===== src/rtl/frame_draw_arbiter.sv =====
// Per-frame scheduler: one update pulse per frame tick, then grants the VGA write port to sky, catcher, score in turn.
// Optional macro FRAME_DRAW_ARBITER_OVERRUN_EN adds overrun_count (frame ticks dropped while busy).
module frame_draw_arbiter #(
  parameter int TIMEOUT_CYCLES = 20000,
  parameter int X_W            = 8,
  parameter int Y_W            = 7,
  parameter int C_W            = 3
) (
  input  logic           clock,
  input  logic           reset,
  input  logic           start,
  input  logic           frame_tick,
  input  logic           finish_game,
  output logic           update,
  output logic           draw_squares,
  output logic           draw_catcher,
  output logic           draw_score,
  input  logic [X_W-1:0] x_sky,
  input  logic [Y_W-1:0] y_sky,
  input  logic [C_W-1:0] color_sky,
  input  logic           plot_sky,
  input  logic           finish_drawing_squares,
  input  logic [X_W-1:0] x_catcher,
  input  logic [Y_W-1:0] y_catcher,
  input  logic [C_W-1:0] color_catcher,
  input  logic           plot_catcher,
  input  logic           finish_drawing_catcher,
  input  logic [X_W-1:0] x_score,
  input  logic [Y_W-1:0] y_score,
  input  logic [C_W-1:0] color_score,
  input  logic           plot_score,
  input  logic           finish_drawing_score,
  output logic [X_W-1:0] x,
  output logic [Y_W-1:0] y,
  output logic [C_W-1:0] color,
  output logic           plot,
  output logic           timeout_flag,
  output logic           busy
`ifdef FRAME_DRAW_ARBITER_OVERRUN_EN
  ,
  output logic [7:0]     overrun_count
`endif
);

  localparam int              WD_W    = $clog2(TIMEOUT_CYCLES + 1);
  localparam logic [WD_W-1:0] WD_LAST = WD_W'(TIMEOUT_CYCLES - 1);

  typedef enum logic [2:0] {
    S_IDLE  = 3'd0,
    S_UPD   = 3'd1,
    S_SKY   = 3'd2,
    S_CATCH = 3'd3,
    S_SCORE = 3'd4,
    S_OVER  = 3'd5
  } state_t;

  state_t          state_q;
  logic            start_q;
  logic            update_q;
  logic            draw_sky_q;
  logic            draw_catch_q;
  logic            draw_score_q;
  logic            busy_q;
  logic            timeout_q;
  logic [WD_W-1:0] wdog_q;
  logic [X_W-1:0]  x_q;
  logic [Y_W-1:0]  y_q;
  logic [C_W-1:0]  color_q;
  logic            plot_q;
  logic            wd_expired_s;

  assign wd_expired_s = (wdog_q == WD_LAST);

  // Frame sequencer: grants, update pulse, watchdog and sticky timeout flag.
  always_ff @(posedge clock or negedge reset) begin
    if (!reset) begin
      state_q      <= S_IDLE;
      start_q      <= 1'b0;
      update_q     <= 1'b0;
      draw_sky_q   <= 1'b0;
      draw_catch_q <= 1'b0;
      draw_score_q <= 1'b0;
      busy_q       <= 1'b0;
      timeout_q    <= 1'b0;
      wdog_q       <= '0;
    end else begin
      start_q  <= start_q | start;
      update_q <= 1'b0;
      wdog_q   <= '0;
      case (state_q)
        S_IDLE: begin
          if (start_q && frame_tick) begin
            state_q  <= S_UPD;
            update_q <= 1'b1;
            busy_q   <= 1'b1;
          end
        end
        S_UPD: begin
          state_q    <= S_SKY;
          draw_sky_q <= 1'b1;
        end
        S_SKY: begin
          if (finish_drawing_squares || wd_expired_s) begin
            state_q      <= S_CATCH;
            draw_sky_q   <= 1'b0;
            draw_catch_q <= 1'b1;
            if (!finish_drawing_squares) timeout_q <= 1'b1;
          end else begin
            wdog_q <= wdog_q + WD_W'(1);
          end
        end
        S_CATCH: begin
          if (finish_drawing_catcher || wd_expired_s) begin
            state_q      <= S_SCORE;
            draw_catch_q <= 1'b0;
            draw_score_q <= 1'b1;
            if (!finish_drawing_catcher) timeout_q <= 1'b1;
          end else begin
            wdog_q <= wdog_q + WD_W'(1);
          end
        end
        S_SCORE: begin
          if (finish_drawing_score || wd_expired_s) begin
            state_q      <= finish_game ? S_OVER : S_IDLE;
            draw_score_q <= 1'b0;
            busy_q       <= 1'b0;
            if (!finish_drawing_score) timeout_q <= 1'b1;
          end else begin
            wdog_q <= wdog_q + WD_W'(1);
          end
        end
        S_OVER: begin
          state_q <= S_OVER;
        end
        default: begin
          state_q      <= S_IDLE;
          draw_sky_q   <= 1'b0;
          draw_catch_q <= 1'b0;
          draw_score_q <= 1'b0;
          busy_q       <= 1'b0;
        end
      endcase
    end
  end

  // Pixel port mux; coordinates hold outside the drawing states so the adapter sees stable values.
  always_ff @(posedge clock or negedge reset) begin
    if (!reset) begin
      x_q     <= '0;
      y_q     <= '0;
      color_q <= '0;
      plot_q  <= 1'b0;
    end else begin
      case (state_q)
        S_SKY: begin
          x_q     <= x_sky;
          y_q     <= y_sky;
          color_q <= color_sky;
          plot_q  <= plot_sky;
        end
        S_CATCH: begin
          x_q     <= x_catcher;
          y_q     <= y_catcher;
          color_q <= color_catcher;
          plot_q  <= plot_catcher;
        end
        S_SCORE: begin
          x_q     <= x_score;
          y_q     <= y_score;
          color_q <= color_score;
          plot_q  <= plot_score;
        end
        default: begin
          plot_q <= 1'b0;
        end
      endcase
    end
  end

`ifdef FRAME_DRAW_ARBITER_OVERRUN_EN
  logic [7:0] overrun_q;

  // Saturating count of frame ticks that arrive while a frame is still in progress.
  always_ff @(posedge clock or negedge reset) begin
    if (!reset) begin
      overrun_q <= 8'd0;
    end else if (frame_tick && busy_q && (overrun_q != 8'hFF)) begin
      overrun_q <= overrun_q + 8'd1;
    end
  end

  assign overrun_count = overrun_q;
`endif

  assign update       = update_q;
  assign draw_squares = draw_sky_q;
  assign draw_catcher = draw_catch_q;
  assign draw_score   = draw_score_q;
  assign busy         = busy_q;
  assign timeout_flag = timeout_q;
  assign x            = x_q;
  assign y            = y_q;
  assign color        = color_q;
  assign plot         = plot_q;

endmodule


===== config.mk =====
export PLATFORM = sky130hd
export DESIGN_NAME = frame_draw_arbiter
export DESIGN_NICKNAME = d
export VERILOG_FILES = /design/src/rtl/frame_draw_arbiter.sv
export SDC_FILE = /design/constraint.sdc
export NUM_CORES = 1
export LEC_CHECK = 0
export BUFFER_PORTS_ARGS = -buffer_cell sky130_fd_sc_hd__buf_2
export CAP_MARGIN = 20
export CORE_UTILIZATION = 52
export DETAILED_ROUTE_END_ITERATION = 12
export GPL_ROUTABILITY_DRIVEN = 0
export PLACE_DENSITY = 0.84
export SETUP_SLACK_MARGIN = 0.5
export SLEW_MARGIN = 25
export SYNTH_ARGS = -nofsm -noshare
export SYNTH_HDL_FRONTEND = slang
export SYNTH_SLANG_ARGS = --single-unit

===== constraint.sdc =====
create_clock -name clock -period 3.1 [get_ports clock]
set_input_delay 0.62 -clock clock [delete_from_list [all_inputs] [get_ports clock]]
set_output_delay 0.62 -clock clock [all_outputs]
set_load 0.02 [all_outputs]

# --- Yosys cells after proc, flatten, opt, wreduce, memory -nomap -nowiden ---
# Cells that the tools add are included.
classes:
  n_addsub: 1
  eq_ne: 13
  n_mux: 33
  bitwise_logic: 5
  n_reduce_logical: 16
op_table:
  columns: ["operator", "n"]
  rows:
  - ["15-bit two-way mux", 3]
  - ["15-bit one-hot mux with 3 select lines", 1]
  - ["8-bit one-hot mux with 3 select lines", 1]
  - ["7-bit one-hot mux with 3 select lines", 1]
  - ["1-bit one-hot mux with 3 select lines", 6]
  - ["3-bit one-hot mux with 6 select lines", 1]
  - ["4-bit OR reduction", 4]
  - ["15-bit by 1-bit adder with 15-bit output, second input constant", 1]
  - ["15-bit equality test, second input constant", 1]
  - ["3-bit two-way mux", 5]
  - ["1-bit two-way mux", 14]
  - ["2-bit != test, second input constant", 7]
  - ["3-bit one-hot mux with 3 select lines", 1]
  - ["3-bit AND reduction", 3]
  - ["7-bit AND reduction", 1]
  - ["3-bit by 2-bit equality test with 1-bit output, second input constant", 2]
  - ["3-bit equality test, second input constant", 2]
  - ["1-bit NOT", 4]
  - ["4-bit AND reduction", 1]
  - ["3-bit by 1-bit equality test with 1-bit output, second input constant", 1]
  - ["3-bit zero test", 1]
  - ["1-bit logical OR", 3]
  - ["3-bit nonzero test", 1]
  - ["2-bit AND reduction", 1]
  - ["2 further kinds", 2]
word_totals:
  reg_bits: 44
  inputBits: 65
  output_inout_bits: 25
  wordCells: 81

# --- Longest topological paths before layout ---
# Gate-level depths: netlist of run 1.
logic_depth:
  depth_word: 4
  depth_mapped: 7
  depth_no_buf: 5

# --- Worst setup path after synthesis of run 1 ---
# No wires, ideal clock.
synth_path:
  path_type: "in2reg"
  start: "input port finish_drawing_score"
  end: "register wdog_q[13]"
  setup_time_ns: 0.071
  t_arrival_ns: 1.665
  required_time_ns: 3.029
  slack_ns: 1.364
  path_stages: 5
  n_path_buf: 1
  cell_sequence: "or4b_1 -> o311a_2 -> nand2b_4 -> buf_6 -> nor2_1"
synth_via:
  elab_chain_len: 3
synth_rtl:
  columns: ["element", "line_no", "text"]
  rows:
  - ["start, declared", "32", "input logic finish_drawing_score,"]
  - ["1-bit logical OR", "123", "if (finish_drawing_score || wd_expired_s) begin"]
  - ["15-bit two-way mux", "123", null]
  - ["15-bit one-hot mux with 3 select lines", "90", "case (state_q)"]
  - ["end signal, assigned", "109", "wdog_q <= wdog_q + WD_W'(1);"]
  - ["end signal, assigned", "119", "wdog_q <= wdog_q + WD_W'(1);"]
  - ["end signal, assigned", "129", "wdog_q <= wdog_q + WD_W'(1);"]
  - ["end, declared", "65", "logic [WD_W-1:0] wdog_q;"]
# No other way between the ends.
# A chain may end at the register's enable or synchronous reset.

# --- Worst setup path in the final report of run 1 ---
layout_path:
  start: "register state_q[2]"
  end: "register y_q[4], in the netlist y[4]"
layout_via:
  elab_chain_len: 2
  elab_cells_between_ends: 5
  classes_between: "eq/ne: 3; mux: 1; reduce/logical: 1"
layout_rtl:
  columns: ["element", "line_no", "text"]
  rows:
  - ["start, declared", "57", "state_t state_q;"]
  - ["start signal, assigned", "124", "state_q <= finish_game ? S_OVER : S_IDLE;"]
  - ["3-bit equality test or 3-bit by 2-bit equality test with 1-bit output (tied branches)", "154", "case (state_q)"]
  - ["7-bit one-hot mux with 3 select lines or 3-bit nonzero test (tied branches)", null, null]
  - ["end signal, assigned", "157", "y_q <= y_sky;"]
  - ["end signal, assigned", "163", "y_q <= y_catcher;"]
  - ["end signal, assigned", "169", "y_q <= y_score;"]
  - ["end, declared", "67", "logic [Y_W-1:0] y_q;"]
# Parallel ways exist; a longest one is shown, timed or not.

==> out/metrics.sh, run 1 <==
HOLD-WORST-SLACK_NS=0.3147
SYNTH-COMPOUND-AREA-SHARE_PCT=26.24
TIMING.FMAX_MHz=435.2
NETLIST_INSTANCES=240
CLOCK_SINKS=44
FIRST_GLOBAL_VIAS=2000
REPORT.POWER.TOTAL_W=0.002711
AREA_GROWTH_PCT=23.11
MIN_PERIOD_OVER_PERIOD_PCT=74.13
MET1_WL_MM=2.465
ANTENNA_FOUND_INITIAL=0
DIE-AREA_SQ_UM=4737
CTS-RESIZED-GATES=0
H-TREE-DEPTH=2
POST_DP_CELL_AREA_SQ_UM=2760
GRT_REMAINING_OVERFLOW=0
SETUP_TOTAL_NEGATIVE_SLACK_NS=0
SYNTHESIS.YOSYS.WARNINGS=0
DESIGN.CORE.AREA_SQ_UM=4144
WORSTMARGINPINSLEW_NS=0.6991
HOLD_BUF_CTS=0
CTS_POST_SETUP_BUFFERS_INSERTED=0
GRT_MAX_DEGREE=45
YS_SEQ_AREA_SHARE_PCT=47.41
ANTENNA_LEFT=0
NUM_VIAS=2213
CLOCK_INSERTION_DELAY_AT_THE_LATER_PIN_OF_THE_SKEW_REPORT_NS=0.29
MOSTFREQUENTLAYOUTCELL='sky130_fd_sc_hd__buf_2'
LAYOUT-DRIVE-GT1-SHARE_PCT=32.92
RESULT_OF_THE_RUN='finished, final reports clean'
SYNTHFLOPTYPE='sky130_fd_sc_hd__dfrtp_1'
POWER_PER_CELL_AREA_nW_PER_UM2=948.3
ANTENNADIODECOUNT=0
CP-END-KIND='flop'
MAX-VDD-IR-DROP_V=0.0005776
NNETSFINAL=385
POSTROUTEWIRELENGTH_MM=5.501
FLOORPLAN.IO_PINS=90
POWER.STATIC_LEAKAGE_nW=1.285
MAXCAPVIOLATIONS=0
FINAL_MAX_SLEW_VIOL_COUNT=0
CTS_MADE_BUFFERS=5
PERIOD_NEEDED_NS=2.298
SYNTHXORXNORAREAFRAC_PCT=4.903
SLEW_HEADROOM_PCT=53.39
MOST-COMMON-LAYOUT-CELLS='sky130_fd_sc_hd__buf_2, sky130_fd_sc_hd__dfrtp_1, sky130_fd_sc_hd__o22ai_1, sky130_fd_sc_hd__a21oi_1, sky130_fd_sc_hd__nor2_1'
SYNTH_TOP_FAMILY_BY_AREA='compound AO/OA/AOI/OAI gates'
CTS_TREE='yes'
DR.FIRST_ITER.DRC_COUNT=99
DIE_H_UM=68.83
POST-ROUTE-DRC-COUNT=0
HP-CLASS='primary input to asynchronous set/reset pin'
SYN-NUM-NETS=306
FINALCLOCKSKEW_NS=0.009195
SETUP.WORST_PATH.CLASS='flop to flop'
WORST_EP_ARRIVAL_TIME_NS=2.44
POST_SYNTH_FA_HA_MAJ_AREA_FRACTION_PCT=0.5388
DRTPASS1ITERATIONS=5
CLOCK_PIN_SLEW_OF_THE_REGISTERS_ON_THE_WORST_CASE_SETUP_AND_HOLD_PATHS_NS=0.08
GRT_UTIL_ALL_LAYERS_PCT=24.78
SIMPLE_GATE_FRACTION_OF_SYNTH_AREA_PCT=16.00
FINALHOLDVIOLATIONS=0
HIGHEST_LAYER='met4'
NUMBER_OF_PLACEMENT_ROWS=23
WL_MET2_MM=2.644
CTS_MAX_PATH_BUFFERS=2
SYNTH_AREA_SQ_UM=2322
POST-ROUTE-CELL-AREA_SQ_UM=2859
TIMING.CRITICAL_PATH.FROM_TYPE='flop'
MET3_WIRELENGTH_UM=273
SETUP_VIOL=0
INITIAL_CORE_UTIL_PCT=56.04
AVGROUTEDWIREPERCELL_UM=14.91
CP.REQUIRED_NS=3.25
WORSTPATHMAXFANOUT=19
GRT_FIRST_PASS_WIRELENGTH_MM=8.756
NUMPORTBUFFERS=89
SYNTH_MUX_AREA_SHARE_PCT=0.4310
DRT-VIAS-PER-INSTANCE=5.997
SYN_AREA_PER_CELL_SQ_UM=9.676
PLACE.DETAILED.HPWL_MM=3.811
CTS.ROOT.BUFFER_CELL='sky130_fd_sc_hd__clkbuf_8'
SYNTH_ENABLE_FLOP_CELLS=0
ASYNC_RESET_FF_SHARE_PCT=100.0
NUMBER_OF_STORAGE_ELEMENTS_IN_THE_SYNTHESIS_NETLIST=44
SYNTH.LIB_CELLS_USED.DISTINCT=42
DIE_W_UM=68.83
GRT_SETUP_UNREPAIRED='no'
synthesized netlist by cell type (6+ instances only):
cell	number	area share, %
sky130_fd_sc_hd__clkbuf_1	10	1.6
sky130_fd_sc_hd__nor2_1	19	3.1
sky130_fd_sc_hd__nand2b_1	6	1.6
sky130_fd_sc_hd__buf_2	8	1.7
sky130_fd_sc_hd__xnor2_1	6	2.3
sky130_fd_sc_hd__dfrtp_1	44	47
sky130_fd_sc_hd__o22ai_1	37	10
sky130_fd_sc_hd__a21oi_1	21	4.5
sky130_fd_sc_hd__o22a_1	18	6.8
sky130_fd_sc_hd__nand3_1	7	1.5
sky130_fd_sc_hd__xor2_1	7	2.6
sky130_fd_sc_hd__nand2_1	8	1.3
sky130_fd_sc_hd__o21ai_0	6	1.3
power by group:
part	internal, W	leakage, nW	switching (W)
combinational	0.000557	0.688	0.000841
sequential	0.000767	0.547	0.000166
clock	0.000199	0.0503	0.000182
total	0.00152	1.29	0.00119
critical path: stages (launching register included):
cell	delay, ns
sky130_fd_sc_hd__dfrtp_1	0.56
sky130_fd_sc_hd__nand2b_1	0.60
sky130_fd_sc_hd__nand2_1	0.58
sky130_fd_sc_hd__o22ai_1	0.35
sky130_fd_sc_hd__a21oi_1	0.07
registers in the layout, summed over array words and instances, names as in the netlist, 3 cells and up:
| name | flops |
|---|---|
| wdog_q | 15 |
| x | 8 |
| y | 7 |
| color | 3 |
| state_q | 3 |
cell type report:
cell class                      instances  area, sq um
Clock buffer                            7        96.34
Fill cell                             349         1285
Inverter                                3        11.26
Multi-Input combinational cell        173         1117
Sequential cell                        44         1101
Tap cell                               50        62.56
Timing Repair Buffer                   92        470.5
through the flow:
step / util [%] / instances / worst slack [ns]
2_1_floorplan: - / 240 / 1.364
3_3_place_gp: 66.61 / 362 / 0.9089
3_5_place_dp: 66.61 / 362 / 0.8103
4_1_cts: 68.93 / 369 / 0.7967
5_1_grt: 68.99 / 369 / 0.5843
6_report: 68.99 / 369 / 0.8021
per-layer routing:
| layer | up-vias | track usage [%] |
|---|---|---|
| li1 | 1069 | - |
| met1 | 1057 | 31.16 |
| met2 | 75 | 42.40 |
| met3 | 12 | 4.276 |
| met4 | 0 | 9.439 |
| met5 | - | 0 |
logic make-up (layout without fill, tap and decap cells):
kind of cell    count (synthesis)  count (layout)
fa+ha+maj                       1               1
compound gates                 92              92
xor+xnor                       13              13
buf+inv                        23             102
flops                          44              44
mux                             1               1
simple gates                   66              66
path summary, 6_finish.rpt:
| path | start | endpoint | slack, ns | cells past startpoint |
|---|---|---|---|---|
| max in group asynchronous | reset | start_q$_DFF_PN0_ | 2.40 | 1 |
| max | state_q[2]$_DFFE_PN0P_ | y[4]$_DFFE_PN0P_ | 0.80 | 4 |
| min | reset | x[7]$_DFFE_PN0P_ | 0.31 | 1 |
| min reg2reg | timeout_flag$_DFFE_PN0P_ | timeout_flag$_DFFE_PN0P_ | 0.48 | 1 |
| min in group clock | timeout_flag$_DFFE_PN0P_ | timeout_flag$_DFFE_PN0P_ | 0.48 | 1 |
| max reg2reg | state_q[2]$_DFFE_PN0P_ | y[4]$_DFFE_PN0P_ | 0.80 | 4 |
No activity file was read; power rests on OpenSTA's default activity.
==> run 2: changes to the inputs <==
--- a/config.mk
+++ b/config.mk
@@ -7,10 +7,10 @@
 export LEC_CHECK = 0
 export BUFFER_PORTS_ARGS = -buffer_cell sky130_fd_sc_hd__buf_2
 export CAP_MARGIN = 20
-export CORE_UTILIZATION = 52
+export CORE_UTILIZATION = 49
 export DETAILED_ROUTE_END_ITERATION = 12
 export GPL_ROUTABILITY_DRIVEN = 0
-export PLACE_DENSITY = 0.84
+export PLACE_DENSITY = 0.8
 export SETUP_SLACK_MARGIN = 0.5
 export SLEW_MARGIN = 25
 export SYNTH_ARGS = -nofsm -noshare
==> constraint.sdc (replaced) <==
create_clock -name clock -period 2.4 [get_ports clock]
set_input_delay 0.48 -clock clock [delete_from_list [all_inputs] [get_ports clock]]
set_output_delay 0.48 -clock clock [all_outputs]
set_load 0.02 [all_outputs]
==> run 2 against run 1 <==
  * The run now ends with design-rule violations left
  * Global-route usage is 1.2 points lower
  * Maximum frequency is 31% higher
  * First-iteration DRC count is 57% higher
  * Via count stayed put
  * Non-clock buffer count is 4 higher
  * Critical endpoint is now draw_catcher$_DFFE_PN0P_
  * Largest cell class unchanged
==> out/metrics.sh, run 2 (same netlist as run 1, synthesis figures left out) <==
POWER_FRAC_SEQ_PCT=34.0
FINALHOLDVIOLATIONS=0
DRTPASS1ITERATIONS=8
PLACE.DETAILED.HPWL_MM=4.049
HP-CLASS='primary input to asynchronous set/reset pin'
H-TREE-DEPTH=2
MAX-VDD-IR-DROP_V=0.0007445
CTS_TREE='yes'
RESULT_OF_THE_RUN='finished with violations'
REG2REG_DEPTH=4
GRT_SETUP_UNREPAIRED='no'
PERIOD_NEEDED_NS=1.754
POWER_PER_CELL_AREA_nW_PER_UM2=1201
SLEW_HEADROOM_PCT=70.87
AVGROUTEDWIREPERCELL_UM=15.41
FINISH.UTILIZATION_PCT=64.95
CTS_MAX_PATH_BUFFERS=2
HOLD_BUF_CTS=0
CLOCK_SINKS=44
FLOORPLAN.IO_PINS=90
POST-ROUTE-DRC-COUNT=14
NUMBER_OF_PLACEMENT_ROWS=24
CP-END-KIND='flop'
CRITPATHMAXSTAGEDELAY_NS=0.46
CLOCK_INSERTION_DELAY_AT_THE_LATER_PIN_OF_THE_SKEW_REPORT_NS=0.29
DRT-VIAS-PER-INSTANCE=5.933
FILLERS=386
ANTENNADIODECOUNT=0
POWER.NET_SWITCHING_W=0.001540
DIE_H_UM=70.84
WORSTMARGINPINSLEW_NS=0.4370
CLOCK_POWER_SHARE_PCT=12.0
POST_DP_CELL_AREA_SQ_UM=2793
POSTROUTEWIRELENGTH_MM=5.748
CP_CELL_SEQUENCE='nor4_2, nand4_4, and4b_1, a221o_1'
WORST_EP_ARRIVAL_TIME_NS=1.93
AREA_OCCUPIED_BY_MULTI_INPUT_GATES_SQ_UM=1135
GRT_FIRST_PASS_WIRELENGTH_MM=9.294
DR.FIRST_ITER.DRC_COUNT=155
POWER.SHARE.SWITCHING_PCT=44.42
NUMPORTBUFFERS=89
TIMING.CRITICAL_PATH.FROM_TYPE='flop'
TOP_REGISTER='wdog_q'
FIRST_GLOBAL_VIAS=2047
GRT_MAX_DEGREE=48
DIE_W_UM=70.84
TIMING.FMAX_MHz=570.1
MAXCAPVIOLATIONS=0
GRT_UTIL_ALL_LAYERS_PCT=23.53
AREA_GROWTH_PCT=24.30
FINAL_MAX_SLEW_VIOL_COUNT=0
CRITPATHBUFINV=0
GRT_REMAINING_OVERFLOW=0
CTS.ROOT.BUFFER_CELL='sky130_fd_sc_hd__clkbuf_8'
ANTENNA_FOUND_INITIAL=0
CRIT_SLOWEST_CELL='sky130_fd_sc_hd__dfrtp_1'
RR_STARTPOINT='wdog_q[6]$_DFF_PN0_'
DESIGN.CORE.AREA_SQ_UM=4444
MOSTFREQUENTLAYOUTCELL='sky130_fd_sc_hd__buf_2'
ANTENNA_LEFT=0
CP_TOP_FAMILY='simple AND/OR/NAND/NOR gates'
SETUP_TOTAL_NEGATIVE_SLACK_NS=0
CLOCK_PIN_SLEW_OF_THE_REGISTERS_ON_THE_WORST_CASE_SETUP_AND_HOLD_PATHS_NS=0.07
DIE-AREA_SQ_UM=5018
NUM_VIAS=2213
VIOLATIONS='design-rule violations'
CP.REQUIRED_NS=2.58
FINALCLOCKSKEW_NS=0.001386
LAYOUT-DRIVE-GT1-SHARE_PCT=33.96
NNETSFINAL=389
R2R_END='draw_catcher$_DFFE_PN0P_'
MOST-COMMON-LAYOUT-CELLS='sky130_fd_sc_hd__buf_2, sky130_fd_sc_hd__dfrtp_1, sky130_fd_sc_hd__o22ai_1, sky130_fd_sc_hd__a21oi_1, sky130_fd_sc_hd__nor2_1'
WORSTPATHMAXFANOUT=9
CTS_MADE_BUFFERS=5
FF2FF_SETUP_SLACK_NS=0.65
INITIAL_CORE_UTIL_PCT=52.25
MAX_REG_FLOPS=15
SETUP.WORST_PATH.CLASS='flop to flop'
INTERNAL_POWER_W=0.001927
FINAL-SEQ-AREA_SQ_UM=1101
POST-ROUTE-CELL-AREA_SQ_UM=2887
POWER.COMBINATIONAL.FRACTION_PCT=54.1
POWER.STATIC_LEAKAGE_nW=1.283
SETUP_VIOL=0
MIN_PERIOD_OVER_PERIOD_PCT=73.09
==> run 2: final cells by class <==
cell class / count / area share (%)
flip-flops and latches: 44 / 38.14
repair buffers: 96 / 17.51
multi-input cells: 173 / 39.32
inverters: 3 / 0.3901
clock buffers: 5 / 2.384
well taps: 52 / 2.254
==> run 2: repair_timing <==
action,in CTS,in global routing
setup buffers,0,0
gates resized for setup,0,5
endpoints found under the setup margin,0,14
==> run 2: through the flow <==
stage,cells,worst slack [ns],hold slack (ns),total power (W)
floorplan,240,0.7147,0.1844,0.002535
global placement,368,0.6176,0.4173,0.002982
detailed placement,368,0.5838,0.4171,0.003042
CTS,373,0.5720,0.1039,0.003454
global route,373,0.5153,0.1175,0.003706
finish,373,0.6458,0.09463,0.003466
==> run 2: per-layer routing <==
layer,part of all wire [%],vias to the layer above,GRT usage (%),routed length (um)
met5,0,-,0,0
met4,1.7,0,8.889,97
met3,5.1,9,3.846,294
met2,49,80,40.17,2805
met1,44,1057,30.22,2551
li1,-,1067,-,-
==> run 2: how the worst max path moves through the flow <==
stage / cells after the start / slack, ns / from / endpoint
global route: 5 / 0.52 / wdog_q[0]$_DFF_PN0_ / draw_catcher$_DFFE_PN0P_
global placement: 5 / 0.62 / wdog_q[0]$_DFF_PN0_ / draw_catcher$_DFFE_PN0P_
detailed placement: 5 / 0.58 / wdog_q[0]$_DFF_PN0_ / draw_catcher$_DFFE_PN0P_
finish: 4 / 0.65 / wdog_q[6]$_DFF_PN0_ / draw_catcher$_DFFE_PN0P_
CTS: 5 / 0.57 / state_q[1]$_DFFE_PN0P_ / y[6]$_DFFE_PN0P_
floorplan: 6 / 0.71 / wdog_q[0]$_DFF_PN0_ / draw_catcher$_DFFE_PN0P_
==> run 2: power groups by stage <==
stage	combinational (W)	clock [W]	sequential (W)
2_1_floorplan	0.00113	0	0.00141
3_3_place_gp	0.00181	0	0.00117
3_5_place_dp	0.00186	0	0.00118
4_1_cts	0.00186	0.000420	0.00117
5_1_grt	0.00204	0.000451	0.00121
6_report	0.00187	0.000415	0.00118
